<file path="config.mk">
export PLATFORM = sky130hd
export DESIGN_NAME = flick_scheduler
export DESIGN_NICKNAME = d
export VERILOG_FILES = /design/src/rtl/flasher_pkg.sv /design/src/rtl/rr_arbiter.sv /design/src/rtl/flick_scheduler.sv
export SDC_FILE = /design/constraint.sdc
export NUM_CORES = 1
export LEC_CHECK = 0
export CORE_AREA = 2 2 89 91
export CTS_CLUSTER_DIAMETER = 30
export DETAILED_ROUTE_END_ITERATION = 8
export DIE_AREA = 0 0 91 93
export PLACE_DENSITY = 0.48
export SLEW_MARGIN = 15
export SYNTH_ARGS = -nofsm -noshare
export SYNTH_HDL_FRONTEND = slang
export SYNTH_SLANG_ARGS = --single-unit
</file>
<file path="constraint.sdc">
create_clock -name clk -period 7 [get_ports clk]
set_clock_uncertainty 0.1 [all_clocks]
set_input_delay 1.4 -clock clk [delete_from_list [all_inputs] [get_ports clk]]
set_output_delay 1.4 -clock clk [all_outputs]
set_load 0.02 [all_outputs]
</file>
<file path="src/rtl/flasher_pkg.sv">
// flasher_pkg: scheduler state encoding plus the definitions shared with the bound flasher.
package flasher_pkg;

    localparam int LED_W = 16;

    typedef enum logic [2:0] {
        INIT,
        IDLE,
        LAUNCH,
        RUN,
        ABORT,
        GAP
    } sched_state_t;

    // Flasher phases: 0->15, 15->5, 5->10, 10->0, 0->5, 5->0.
    typedef enum logic [2:0] {
        FL_IDLE,
        FL_UP_TO_15,
        FL_DOWN_TO_5,
        FL_UP_TO_10,
        FL_DOWN_TO_0,
        FL_UP_TO_5,
        FL_DOWN_END
    } flasher_state_t;

endpackage

</file>
<file path="src/rtl/rr_arbiter.sv">
// rr_arbiter: combinational round-robin pick of the first pending requester after pointer.
module rr_arbiter #(
    parameter int N_REQ = 4,
    localparam int IDW = $clog2(N_REQ)
) (
    input  logic [N_REQ-1:0] pending,
    input  logic [IDW-1:0]   pointer,
    output logic [N_REQ-1:0] winner,
    output logic [IDW-1:0]   winner_idx,
    output logic             any
);

    logic [IDW-1:0] cand;

    always_comb begin
        winner     = '0;
        winner_idx = '0;
        cand       = '0;
        // Walk lowest priority first so the nearest requester after pointer is written last.
        for (int i = N_REQ; i >= 1; i--) begin
            cand = IDW'((int'(pointer) + i) % N_REQ);
            if (pending[cand]) begin
                winner       = '0;
                winner[cand] = 1'b1;
                winner_idx   = cand;
            end
        end
        any = |pending;
    end

endmodule

</file>
<file path="src/rtl/flick_scheduler.sv">
// flick_scheduler: time-shares one bound flasher between N_REQ requesters (round-robin).
// Build option FLICK_SCHED_RETRIG_EN: owner req during RUN retriggers flick instead of queueing.
module flick_scheduler
    import flasher_pkg::*;
#(
    parameter int N_REQ       = 4,
    parameter int INIT_CYCLES = 2,
    parameter int PULSE_LEN   = 1,
    parameter int IDLE_HOLD   = 4,
    parameter int MAX_RUN     = 255,
    parameter int GAP_CYCLES  = 2,
    localparam int IDW = $clog2(N_REQ)
) (
    input  logic             clk,
    input  logic             reset,
    input  logic [N_REQ-1:0] req,
    input  logic [LED_W-1:0] led,
    output logic             fl_reset_n,
    output logic             flick,
    output logic             busy,
    output logic [IDW-1:0]   grant_id,
    output logic             done,
    output logic [IDW-1:0]   done_id,
    output logic             aborted
);

    localparam int IW = $clog2(INIT_CYCLES + 1);
    localparam int PW = $clog2(PULSE_LEN + 1);
    localparam int ZW = $clog2(IDLE_HOLD + 1);
    localparam int RW = $clog2(MAX_RUN + 1);
    localparam int GW = $clog2(GAP_CYCLES + 1);

    sched_state_t     state, state_nxt;
    logic [N_REQ-1:0] pending, pending_nxt, grant_clear, req_keep;
    logic [IDW-1:0]   pointer, pointer_nxt;
    logic [IW-1:0]    init_cnt, init_nxt;
    logic [PW-1:0]    pulse_cnt, pulse_nxt;
    logic [ZW-1:0]    zero_cnt, zero_nxt;
    logic [RW-1:0]    run_cnt, run_nxt;
    logic [GW-1:0]    gap_cnt, gap_nxt;
    logic [N_REQ-1:0] win_oh;
    logic [IDW-1:0]   win_idx, grant_id_nxt, done_id_nxt;
    logic             win_any, retrig;
    logic             fl_reset_n_nxt, flick_nxt, busy_nxt, done_nxt, aborted_nxt;

    rr_arbiter #(.N_REQ(N_REQ)) u_arb (
        .pending   (pending),
        .pointer   (pointer),
        .winner    (win_oh),
        .winner_idx(win_idx),
        .any       (win_any)
    );

    // req and done are single-cycle pulses with no back-pressure: a req is never dropped,
    // it merges into pending; done_id and aborted are meaningful only while done is high.
    always_comb begin
        state_nxt    = state;
        init_nxt     = init_cnt;
        pulse_nxt    = pulse_cnt;
        zero_nxt     = zero_cnt;
        run_nxt      = run_cnt;
        gap_nxt      = gap_cnt;
        pointer_nxt  = pointer;
        grant_id_nxt = grant_id;
        done_id_nxt  = done_id;
        grant_clear  = '0;
        req_keep     = req;
        retrig       = 1'b0;
        done_nxt     = 1'b0;
        aborted_nxt  = 1'b0;

        case (state)
            INIT: begin
                if (init_cnt == IW'(INIT_CYCLES - 1)) state_nxt = IDLE;
                else init_nxt = init_cnt + 1'b1;
            end
            IDLE: begin
                if (win_any) begin
                    state_nxt    = LAUNCH;
                    grant_clear  = win_oh;
                    grant_id_nxt = win_idx;
                    pointer_nxt  = win_idx;
                    pulse_nxt    = '0;
                    zero_nxt     = '0;
                    run_nxt      = '0;
                end
            end
            LAUNCH: begin
                if (pulse_cnt == PW'(PULSE_LEN - 1)) state_nxt = RUN;
                else pulse_nxt = pulse_cnt + 1'b1;
            end
            RUN: begin
                if (led != '0) zero_nxt = '0;
                else if (zero_cnt != ZW'(IDLE_HOLD)) zero_nxt = zero_cnt + 1'b1;
                if (run_cnt != RW'(MAX_RUN)) run_nxt = run_cnt + 1'b1;
                // Normal completion is checked first so it wins a same-cycle timeout.
                if (zero_nxt == ZW'(IDLE_HOLD)) begin
                    state_nxt   = GAP;
                    gap_nxt     = '0;
                    done_nxt    = 1'b1;
                    done_id_nxt = grant_id;
                end else if (run_nxt == RW'(MAX_RUN)) begin
                    state_nxt   = ABORT;
                    done_nxt    = 1'b1;
                    aborted_nxt = 1'b1;
                    done_id_nxt = grant_id;
                end
`ifdef FLICK_SCHED_RETRIG_EN
                if (req[grant_id]) begin
                    req_keep[grant_id] = 1'b0;
                    retrig             = (state_nxt == RUN);
                end
`endif
            end
            ABORT: begin
                state_nxt = GAP;
                gap_nxt   = '0;
            end
            GAP: begin
                if (gap_cnt == GW'(GAP_CYCLES - 1)) state_nxt = IDLE;
                else gap_nxt = gap_cnt + 1'b1;
            end
            default: state_nxt = INIT;
        endcase

        pending_nxt    = (pending & ~grant_clear) | req_keep;
        fl_reset_n_nxt = !(state_nxt == INIT || state_nxt == ABORT);
        flick_nxt      = (state_nxt == LAUNCH) || retrig;
        busy_nxt       = (state_nxt != IDLE);
    end

    always_ff @(posedge clk or negedge reset) begin
        if (!reset) begin
            state      <= INIT;
            pending    <= '0;
            pointer    <= IDW'(N_REQ - 1);
            init_cnt   <= '0;
            pulse_cnt  <= '0;
            zero_cnt   <= '0;
            run_cnt    <= '0;
            gap_cnt    <= '0;
            fl_reset_n <= 1'b0;
            flick      <= 1'b0;
            busy       <= 1'b1;
            grant_id   <= '0;
            done       <= 1'b0;
            done_id    <= '0;
            aborted    <= 1'b0;
        end else begin
            state      <= state_nxt;
            pending    <= pending_nxt;
            pointer    <= pointer_nxt;
            init_cnt   <= init_nxt;
            pulse_cnt  <= pulse_nxt;
            zero_cnt   <= zero_nxt;
            run_cnt    <= run_nxt;
            gap_cnt    <= gap_nxt;
            fl_reset_n <= fl_reset_n_nxt;
            flick      <= flick_nxt;
            busy       <= busy_nxt;
            grant_id   <= grant_id_nxt;
            done       <= done_nxt;
            done_id    <= done_id_nxt;
            aborted    <= aborted_nxt;
        end
    end

endmodule

</file>
Yosys cells after proc, flatten, opt, wreduce, memory -nomap -nowiden
Cells that the tools add are included.

operators by class
  add/sub/neg operators = 9
  order comparisons = 8
  equality and inequality tests = 17
  muxes and demuxes = 55
  bitwise operators = 4
  reduce and logical (&&, ||, !) cells = 20

operators by type and width
  kind                                                        number
  2-to-1 mux 3 bit                                            10
  2-to-1 mux 4 bit                                            6
  2-to-1 mux 8 bit                                            3
  case mux 3 bit (6 select lines)                             1
  2-to-1 mux 2 bit                                            8
  case mux 8 bit (2 select lines)                             1
  nonzero test 16 bit                                         1
  2-to-1 mux 1 bit                                            15
  == test 3 bit, second input constant                        4
  less-than comparator 2 x 3 -> 1 bit, second input constant  4
  AND reduction 2 bit                                         5
  == test 3 x 2 -> 1 bit, second input constant               3
  adder 2 x 1 -> 2 bit, second input constant                 4
  adder 8 x 1 -> 8 bit, second input constant                 1
  binary-select mux 1 bit (select 2 bit)                      4
  demux 1 bit (select 2 bit)                                  4
  == test 8 bit, second input constant                        1
  >= comparator 2 x 1 -> 1 bit, second input constant         4
  != test 8 bit, second input constant                        1
  logical NOT 3 bit                                           2
  case mux 2 bit (3 select lines)                             1
  case mux 3 bit (2 select lines)                             1
  nonzero test 2 bit                                          3
  adder 2 bit, second input constant                          2
  19 further kinds                                            24

storage, ports and cells
  bits in registers = 34
  input bits = 22
  output and inout bits = 9
  word-level logic and storage cells = 128

Depth between registers and ports, before layout
Gate-level depths: netlist of run 1.

  word-level depth = 14
  gate-level depth with buffers = 9
  gate-level depth less buffers = 7

Cells and area by module
A second synthesis of run 1 with hierarchy kept.

unflattened totals
  cells, all modules = 251
  area total of the unflattened synthesis = 2272.2 sq um

modules (own cells, without submodules)
  module           times used  cells each  area each (sq um)
  flick_scheduler  1           193         1836.8
  rr_arbiter       1           58          435.4

Worst setup path before layout of run 1
Ideal clock, no wire load.

  kind = input-to-reg
  start point = input port led[1]
  end point = register done_id[0]
  library setup time = 125 ps
  arrival = 2797 ps
  required time = 6775 ps
  path slack = 3978 ps
  stages on the path = 5
  cells stage by stage = nor4_1 > nand4_1 > or4_1 > a21bo_4 > mux2_4

between the ends
  longest elaborated chain between the ends = 6

RTL lines
  item                           line                    RTL
  from (decl)                    flick_scheduler.sv:17   input logic [LED_W-1:0] led,
  nonzero test 16 bit *          flick_scheduler.sv:93   if (led != '0) zero_nxt = '0;
  2-to-1 mux 3 bit *             flick_scheduler.sv:93
  2-to-1 mux 3 bit *             flick_scheduler.sv:72   case (state)
  == test 3 bit *                flick_scheduler.sv:97   if (zero_nxt == ZW'(IDLE_HOLD)) begin
  nonzero test 2 bit (no line)   n/a
  AND reduction 2 bit (no line)  n/a
  to (signal assigned)           flick_scheduler.sv:163  done_id <= done_id_nxt;
  to (decl)                      flick_scheduler.sv:23   output logic [IDW-1:0] done_id,

Mark *: on every way between the ends. The rest lies on a longest branch, timed or not. The select of a mux whose other input is x is not followed.
A chain may end at the register's enable or synchronous reset.

Worst setup path in the final report of run 1
  start point = input port led[9]
  end point = register done_id[0]

Same word-level chain as after synthesis.

==> results of run 1 <==
-- state kept, by name, indices dropped and copies added (netlist names) --
register and count:
aborted 1, busy 1, done 1, done_id 2, fl_reset_n 1, flick 1
gap_cnt 2, grant_id 2, init_cnt 2, pending 4, pointer 2, run_cnt 8
state 3, zero_cnt 3
-- logic make-up after synthesis --
kind of cell             Yosys count  share of synthesized area (%)
AO/OA/AOI/OAI                     77                           21.6
XOR/XNOR                           2                          0.792
buffers and inverters             21                           3.79
adder cells (fa/ha/maj)           13                           7.35
flip-flops                        33                           37.5
multiplexers                      17                           8.48
AND/OR/NAND/NOR                   88                           20.5
-- how the worst max path moves through the flow --
stage / endpoint / cells past startpoint / from / slack (ns)
after detailed placement: done_id[0] / 6 / led[9] / 3.40
after global placement: done_id[0] / 6 / led[9] / 3.42
final: done_id[0] / 6 / led[9] / 3.72
after floorplan: done_id[0] / 5 / led[1] / 3.98
after CTS: done_id[0] / 6 / led[9] / 3.70
after global routing: done_id[0] / 6 / led[9] / 3.57
-- worst max-delay path, cell delays in order --
cell	delay [ns]
clkdlybuf4s50_1	0.39
nor4_1	0.30
nand4_1	0.21
or4_1	0.55
a21bo_4	0.22
mux2_4	0.29
-- synthesized netlist by cell type (all sizes together) (3+ instances only) --
cell     n
dfrtp   30
nand2   26
o21ai   25
a21oi   21
nor2    16
ha      13
clkbuf   9
mux2i    9
inv      8
mux2     8
nor4     8
a31oi    6
and2     6
nand4    6
nor3     6
a21o     5
nand2b   5
o211ai   5
buf      4
a21boi   3
and3     3
dfstp    3
nand3    3
nor2b    3
-- routing by layer --
layer | track usage (%) | up-vias
met5 | 0 | -
met2 | 21.3 | 34
li1 | - | 977
met4 | 2.27 | 0
met3 | 3.55 | 4
met1 | 18.2 | 909
-- through the flow --
stage                     instances  setup WS, ns
after global placement          371          3.42
after CTS                       379          3.70
after global routing            379          3.57
final                           379          3.72
after detailed placement        371          3.40
after floorplan                 251          3.98
-- power groups by stage --
stage | clock network, W | registers (W) | logic, W
after global routing | 0.000165 | 0.000191 | 0.0000177
after CTS | 0.000160 | 0.000191 | 0.0000168
after detailed placement | 0 | 0.000194 | 0.0000168
final | 0.000154 | 0.000191 | 0.0000162
after floorplan | 0 | 0.000194 | 0.000000424
after global placement | 0 | 0.000194 | 0.0000168
-- final cells by class --
type / count / area share (%)
timing repair buffer: 31 / 11.5
sequential: 33 / 30.9
clock inverter: 1 / 0.279
tap: 102 / 4.75
clock buffer: 7 / 3.21
multi-input combinational: 197 / 48.3
inverter: 8 / 1.12
==> impl_metrics.toml, run 1 <==
[placement]
hpwl_mm = 3.81
dpl_cell_area_sq_mm = 0.00259
gp_congestion = 0.789
port_buffers = 30

[detailed_routing]
via_count = 1924
drc = 0
wl_mm = 5.34
routed.top_layer = "met4"
wl_met2_mm = 2.52
final_antenna_net_count = 0
wirelength_met1_mm = 2.60
dr_wl_met3_microns = 183
detail_route.vias_per_cell = 5.08
drtPass1Iterations = 4
wire_per_inst_microns = 14.1
first_iter_violations = 50

[die]
core_sq_mm = 0.00753
start_util_pct = 29.4
dieArea_sq_mm = 0.00846
die_height_microns = 93
ios = 31
die_x_microns = 91
rows = 32

[cts]
hold_buffers = 0
cts_buffers = 5
cts.path.max_buffers = 2
cts_resized = 0
worstSkewPairLatency_ns = 0.29
clk_pin_slew_ns = 0.07
clock-sinks = 33
ctsHtreeMaxLevel = 2
clock-root-buffer = "clkbuf_8"
tritoncts = "done"
post_cts_buffers = 0

[synth]
synth_edf_count = 0
syn-num-nets = 286
syn_avg_cell_area_sq_um = 8.81
synth.area.top_cells = "dfrtp_1 34%, ha_1 7.4%, o21ai_0 5.7%"
seq_area_frac_synth_pct = 37.5
syn_area_sq_mm = 0.00221
synth_top_area_share_pct = 33.9
yosys.area.top_type = "dfrtp_1"
ys_warn_count = 0
synth_ff_type = "dfrtp_1"
synth_seq_cells = 33
postSynthCellCount = 251
async_flop_share_pct = 100
synth_cell_types = 44

[timing]
drv_slew = 0
worst_slew_pin_slew_ns = 0.657
rsz0062_at_grt = "false"
post-route-period-util_pct = 46.8
hold_violations = 0
timing.fmax_ghz = 0.305
holdWs_ns = 0.377
relSlewSlack_pct = 56.1
setup_viol = 0
min_period_ns = 3.28
tns_ns = 0

[critical_path]
regToRegStartpoint = "pointer[0]"
critPathKind = "input pin to register"
end_kind = "register"
cp_max_fo = 4
rrSetupSlack_ns = 4.38
worstPathArrival_ns = 3.36
reg2regPathDepth = 6
cp.required_ns = 7.08
critPathLaunchType = "input pin"
r2r-end = "pending[3]"

[worst_hold_path]
hold_path_class = "register to register"
whs_endpoint = "init_cnt[0]"
min-delay-start = "init_cnt[0]"
whs_path_depth = 1

[layout]
nets = 311
fin_area_sq_mm = 0.00269
area_growth_pct = 21.5
seq_area_sq_um = 830
multi_input_comb_area_sq_mm = 0.00130
fin_util_pct = 35.7
drive_gt1_share_pct = 7.94
final_cell_mix = "30 x dfrtp_1, 30 x clkdlybuf4s50_1, 26 x nand2_1"
fill_cells = 823
diodes = 0

[pwr]
p_per_area_mw_per_mm2 = 134
fin_total_pwr_w = 0.000361
vdd.ir_drop.worst_mv = 0.0730
combPwrFrac_pct = 4.5
power_leakage_nw = 1.09
pwr-share-seq_pct = 52.8
p_int_w = 0.000281
p_sw_share_pct = 22.1
p_sw_w = 0.0000800
clkPwrFrac_pct = 42.8

[run]
cap_violations = 0

[global_route]
grt_pass1_wl_mm = 9.06
grt_usage_pct = 13.2
grt_max_degree = 34
grt_pass1_vias = 1816
gr-total-overflow = 0
antenna_found_initial = 0

[run_status]
status = "completed"
Note: power is estimated with default switching activity, not from simulation.
==> run 2: changes to the inputs <==
==> constraint.sdc (replaced) <==
create_clock -name clk -period 3.1 [get_ports clk]
set_clock_uncertainty 0.1 [all_clocks]
set_input_delay 0.62 -clock clk [delete_from_list [all_inputs] [get_ports clk]]
set_output_delay 0.62 -clock clk [all_outputs]
set_load 0.02 [all_outputs]
==> impl_metrics.toml, run 2 (synthesized netlist as in run 1, its figures left out) <==
[cts]
cts_resized = 0
cts_buffers = 5
worstSkewPairLatency_ns = 0.28
cts.path.max_buffers = 2
tritoncts = "done"
clock-sinks = 33
ctsHtreeMaxLevel = 2
clock-root-buffer = "clkbuf_8"
clk_pin_slew_ns = 0.07
hold_buffers = 0
post_cts_buffers = 0

[global_route]
grt_usage_pct = 13.8
grt_pass1_vias = 1889
gr-total-overflow = 0
antenna_found_initial = 0
grt_pass1_wl_mm = 9.29
grt_max_degree = 34

[critical_path]
crit_path_start = "pointer[1]"
critPathLaunchType = "register"
cp.required_ns = 3.16
critPathKind = "register to register"
regToRegStartpoint = "pointer[1]"
worstPathArrival_ns = 2.62
end_kind = "register"
cp_max_fo = 10

[die]
start_util_pct = 29.4
die_x_microns = 91
dieArea_sq_mm = 0.00846
core_sq_mm = 0.00753
die_height_microns = 93
rows = 32
ios = 31

[detailed_routing]
wirelength_met1_mm = 2.50
via_count = 1944
drtPass1Iterations = 4
wl_mm = 5.43
detail_route.vias_per_cell = 5.12
final_antenna_net_count = 0
wl_met2_mm = 2.65
dr_wl_met3_microns = 188
drc = 0
wire_per_inst_microns = 14.3
first_iter_violations = 56
routed.top_layer = "met4"

[timing]
worst_slew_pin_slew_ns = 0.632
hold_violations = 0
worst_slack_ns = 0.544
timing.fmax_ghz = 0.391
post-route-period-util_pct = 82.4
rsz0062_at_grt = "false"
setup_viol = 0
min_period_ns = 2.56
drv_slew = 0
tns_ns = 0
relSlewSlack_pct = 57.7

[layout]
area_growth_pct = 21.3
diodes = 0
fin_area_sq_mm = 0.00268
final_cell_mix = "30 x dfrtp_1, 30 x clkdlybuf4s50_1, 26 x nand2_1"
fill_cells = 810
largest_reg_flops = 8
largestRegisters = "run_cnt (8), pending (4)"
drive_gt1_share_pct = 8.27
nets = 312
regMostFlops = "run_cnt"

[placement]
place_ws_ns = 0.283
dpl_cell_area_sq_mm = 0.00260
hpwl_mm = 3.84
gp_congestion = 0.778
port_buffers = 30

[run_status]
status = "completed"

[run]
cap_violations = 0

[pwr]
p_per_area_mw_per_mm2 = 291
power_leakage_nw = 1.09
vdd.ir_drop.worst_mv = 0.119

[worst_hold_path]
hold_path_class = "register to register"
min-delay-start = "init_cnt[0]"
run 2: changes by cell type in the layout (fill, tap and decap cells not counted), sizes merged:
cell      before  now
buf            1    2
clkinvlp       1    0
clkinv         0    2
clkbuf         7    6
run 2: critical path, cell delays in order, from the launching register on:
cell and delay (ns):
dfstp_2 0.68, inv_1 0.19, ha_1 0.48, mux2i_1 0.49
o211ai_1 0.15, a31oi_1 0.23, o21ai_0 0.11
run 2: path summary, 6_finish.rpt:
path | end | slack, ns | cells past startpoint
worst max-delay path | pending[0] | 0.54 | 6
worst min-delay path | init_cnt[0] | 0.38 | 1
worst max register to register | pending[0] | 0.54 | 6
worst min register to register | init_cnt[0] | 0.38 | 1
max in group asynchronous | pointer[0] | 1.91 | 2
min in group asynchronous | zero_cnt[0] | 0.64 | 2
run 2: per-stage QoR:
stage	utilization (%)	instances	power [W]	hold slack, ns
final	35.7	380	0.000780	0.378
after global routing	35.7	380	0.000826	0.410
after CTS	35.7	380	0.000802	0.384
after detailed placement	34.6	372	0.000476	0.376
after global placement	34.6	372	0.000477	0.365
after floorplan	-	251	0.000440	0.224
run 2: area by class of cell:
type | count | area (sq um) | area share, %
sequential | 33 | 830 | 30.9
timing repair buffer | 32 | 315 | 11.7
clock buffer | 6 | 72.6 | 2.70
inverter | 8 | 30.0 | 1.12
tap | 102 | 128 | 4.76
multi-input combinational | 197 | 1300 | 48.4
clock inverter | 2 | 10.0 | 0.373
run 2: power breakdown:
| group | total, W | leakage [nW] | internal (W) | switching (W) |
|---|---|---|---|---|
| logic | 0.0000366 | 0.660 | 0.0000243 | 0.0000123 |
| clock network | 0.000313 | 0.0450 | 0.000156 | 0.000157 |
| registers | 0.000431 | 0.389 | 0.000431 | 0.000000000486 |
| total | 0.000780 | 1.09 | 0.000610 | 0.000170 |
run 2: metal layers:
| metal | vias to the layer above | track usage (%) |
|---|---|---|
| met5 | - | 0 |
| met4 | 0 | 3.91 |
| met3 | 6 | 3.71 |
| met2 | 35 | 22.8 |
| met1 | 936 | 17.7 |
| li1 | 967 | - |
==> variant, RTL diff (settings of run 2) <==
Take the reset off `pending` and load it in a clocked block of its own.
--- a/src/rtl/flick_scheduler.sv
+++ b/src/rtl/flick_scheduler.sv
@@ -132,7 +132,6 @@
     always_ff @(posedge clk or negedge reset) begin
         if (!reset) begin
             state      <= INIT;
-            pending    <= '0;
             pointer    <= IDW'(N_REQ - 1);
             init_cnt   <= '0;
             pulse_cnt  <= '0;
@@ -148,7 +147,6 @@
             aborted    <= 1'b0;
         end else begin
             state      <= state_nxt;
-            pending    <= pending_nxt;
             pointer    <= pointer_nxt;
             init_cnt   <= init_nxt;
             pulse_cnt  <= pulse_nxt;
@@ -165,5 +163,9 @@
         end
     end
 
+    always_ff @(posedge clk) begin
+        pending <= pending_nxt;
+    end
+
 endmodule
 
Function: changed (Yosys sat finds a counterexample within 4 cycles, from zero or initial values and one cycle with reset low).
==> variant against run 2 <==
  * Sequential share of layout area is 0.42 points lower
  * Cell area is 1.1% lower
  * Fmax is 1.8% lower
  * Worst setup slack worse by 47 ps
  * Die area stayed put
  * Area after synthesis is 1.6% lower
  * Sequential cell count stayed put
  * Utilization is 0.38 points lower
  * Wire length is 4.9% lower
  * Highest routed layer unchanged
Power is not compared: it rests on default switching activity, and its combinational part moved more than twofold at a synthesized area within 25%.
==> variant: results (changes against run 2) <==
[run_status]
status = finished clean

[setup_path]
cp_max_fo = 8  ; -2
crit_path_top_delay_cell = nor4b_1
arrival_ps = 2640  ; +20 ps
cp_top_family = simple AND/OR/NAND/NOR gates

[grt]
grt_max_degree = 30  ; -12%
grt_pass1_wl_um = 8880  ; -4.4%
use_met3_pct = 3.38  ; -0.32 points
met2_usage_pct = 20.1  ; -2.7 points

[yosys]
ys_types = 63  ; +43%
synthTopCellsByCount = dfrtp_1 (26), nand2_1 (22), o21ai_0 (19), ha_1 (13), a21oi_1 (11)
syn-num-nets = 263  ; -8.0%
synth-async-reset-ratio_pct = 87.9  ; -12 points
ys_seq_area_share_pct = 37.2  ; -0.29 points
synth.mux.area_fraction_pct = 8.45  ; -0.031 points
syn-instance-count = 228  ; -9.2%
synthAdderAreaFrac_pct = 7.48  ; +0.12 points

[drt]
met3_length_um = 261  ; +39%
drt-met1-wl_um = 2600  ; +4.0%
wl_um = 5160  ; -4.9%
wl_met2_um = 2230  ; -16%
drt_iter0_markers = 53  ; -5.4%

[placement]
dpl.cell_count = 354  ; -4.8%
place_area_um2 = 2570  ; -1.1%
place_congestion = 0.752  ; -3.3%

[timing]
whs_ps = 379  ; +1.39 ps
worstMarginPinSlew_ps = 737  ; +106 ps
worst_slack_ps = 498  ; -46.6 ps

[final_layout]
final_nets = 294  ; -5.8%
layout-drive-gt1-share_pct = 9.62  ; +1.3 points
nFillCells = 812  ; +0.25%

[variant: changes by cell type after synthesis, moves of 4 or more]
cell,run 2,this run
a21oi_1,21,11
clkbuf_1,9,2
dfrtp_1,30,26
dfxtp_1,0,4
nand2_1,26,22
nand4_1,6,2
nor2_1,16,10
nor3_1,6,2
o21ai_0,25,19
[variant: path summary, 6_finish.rpt]
path	from	to	cells past startpoint
min in group asynchronous	reset	run_cnt[0]	2
hold reg to reg	init_cnt[0]	init_cnt[0]	1
max in group asynchronous	reset	busy	2
setup reg to reg	run_cnt[0]	fl_reset_n	6
hold / removal	init_cnt[0]	init_cnt[0]	1
setup / recovery	run_cnt[0]	fl_reset_n	6
[variant: cell type report]
cell class	instances	area (um^2)	area share, %
clock buffers	6	72.6	2.73
clock inverters	2	10.0	0.377
inverters	11	46.3	1.74
multi-input cells	176	1270	48.0
flip-flops and latches	33	810	30.5
well taps	102	128	4.81
repair buffers	32	315	11.9
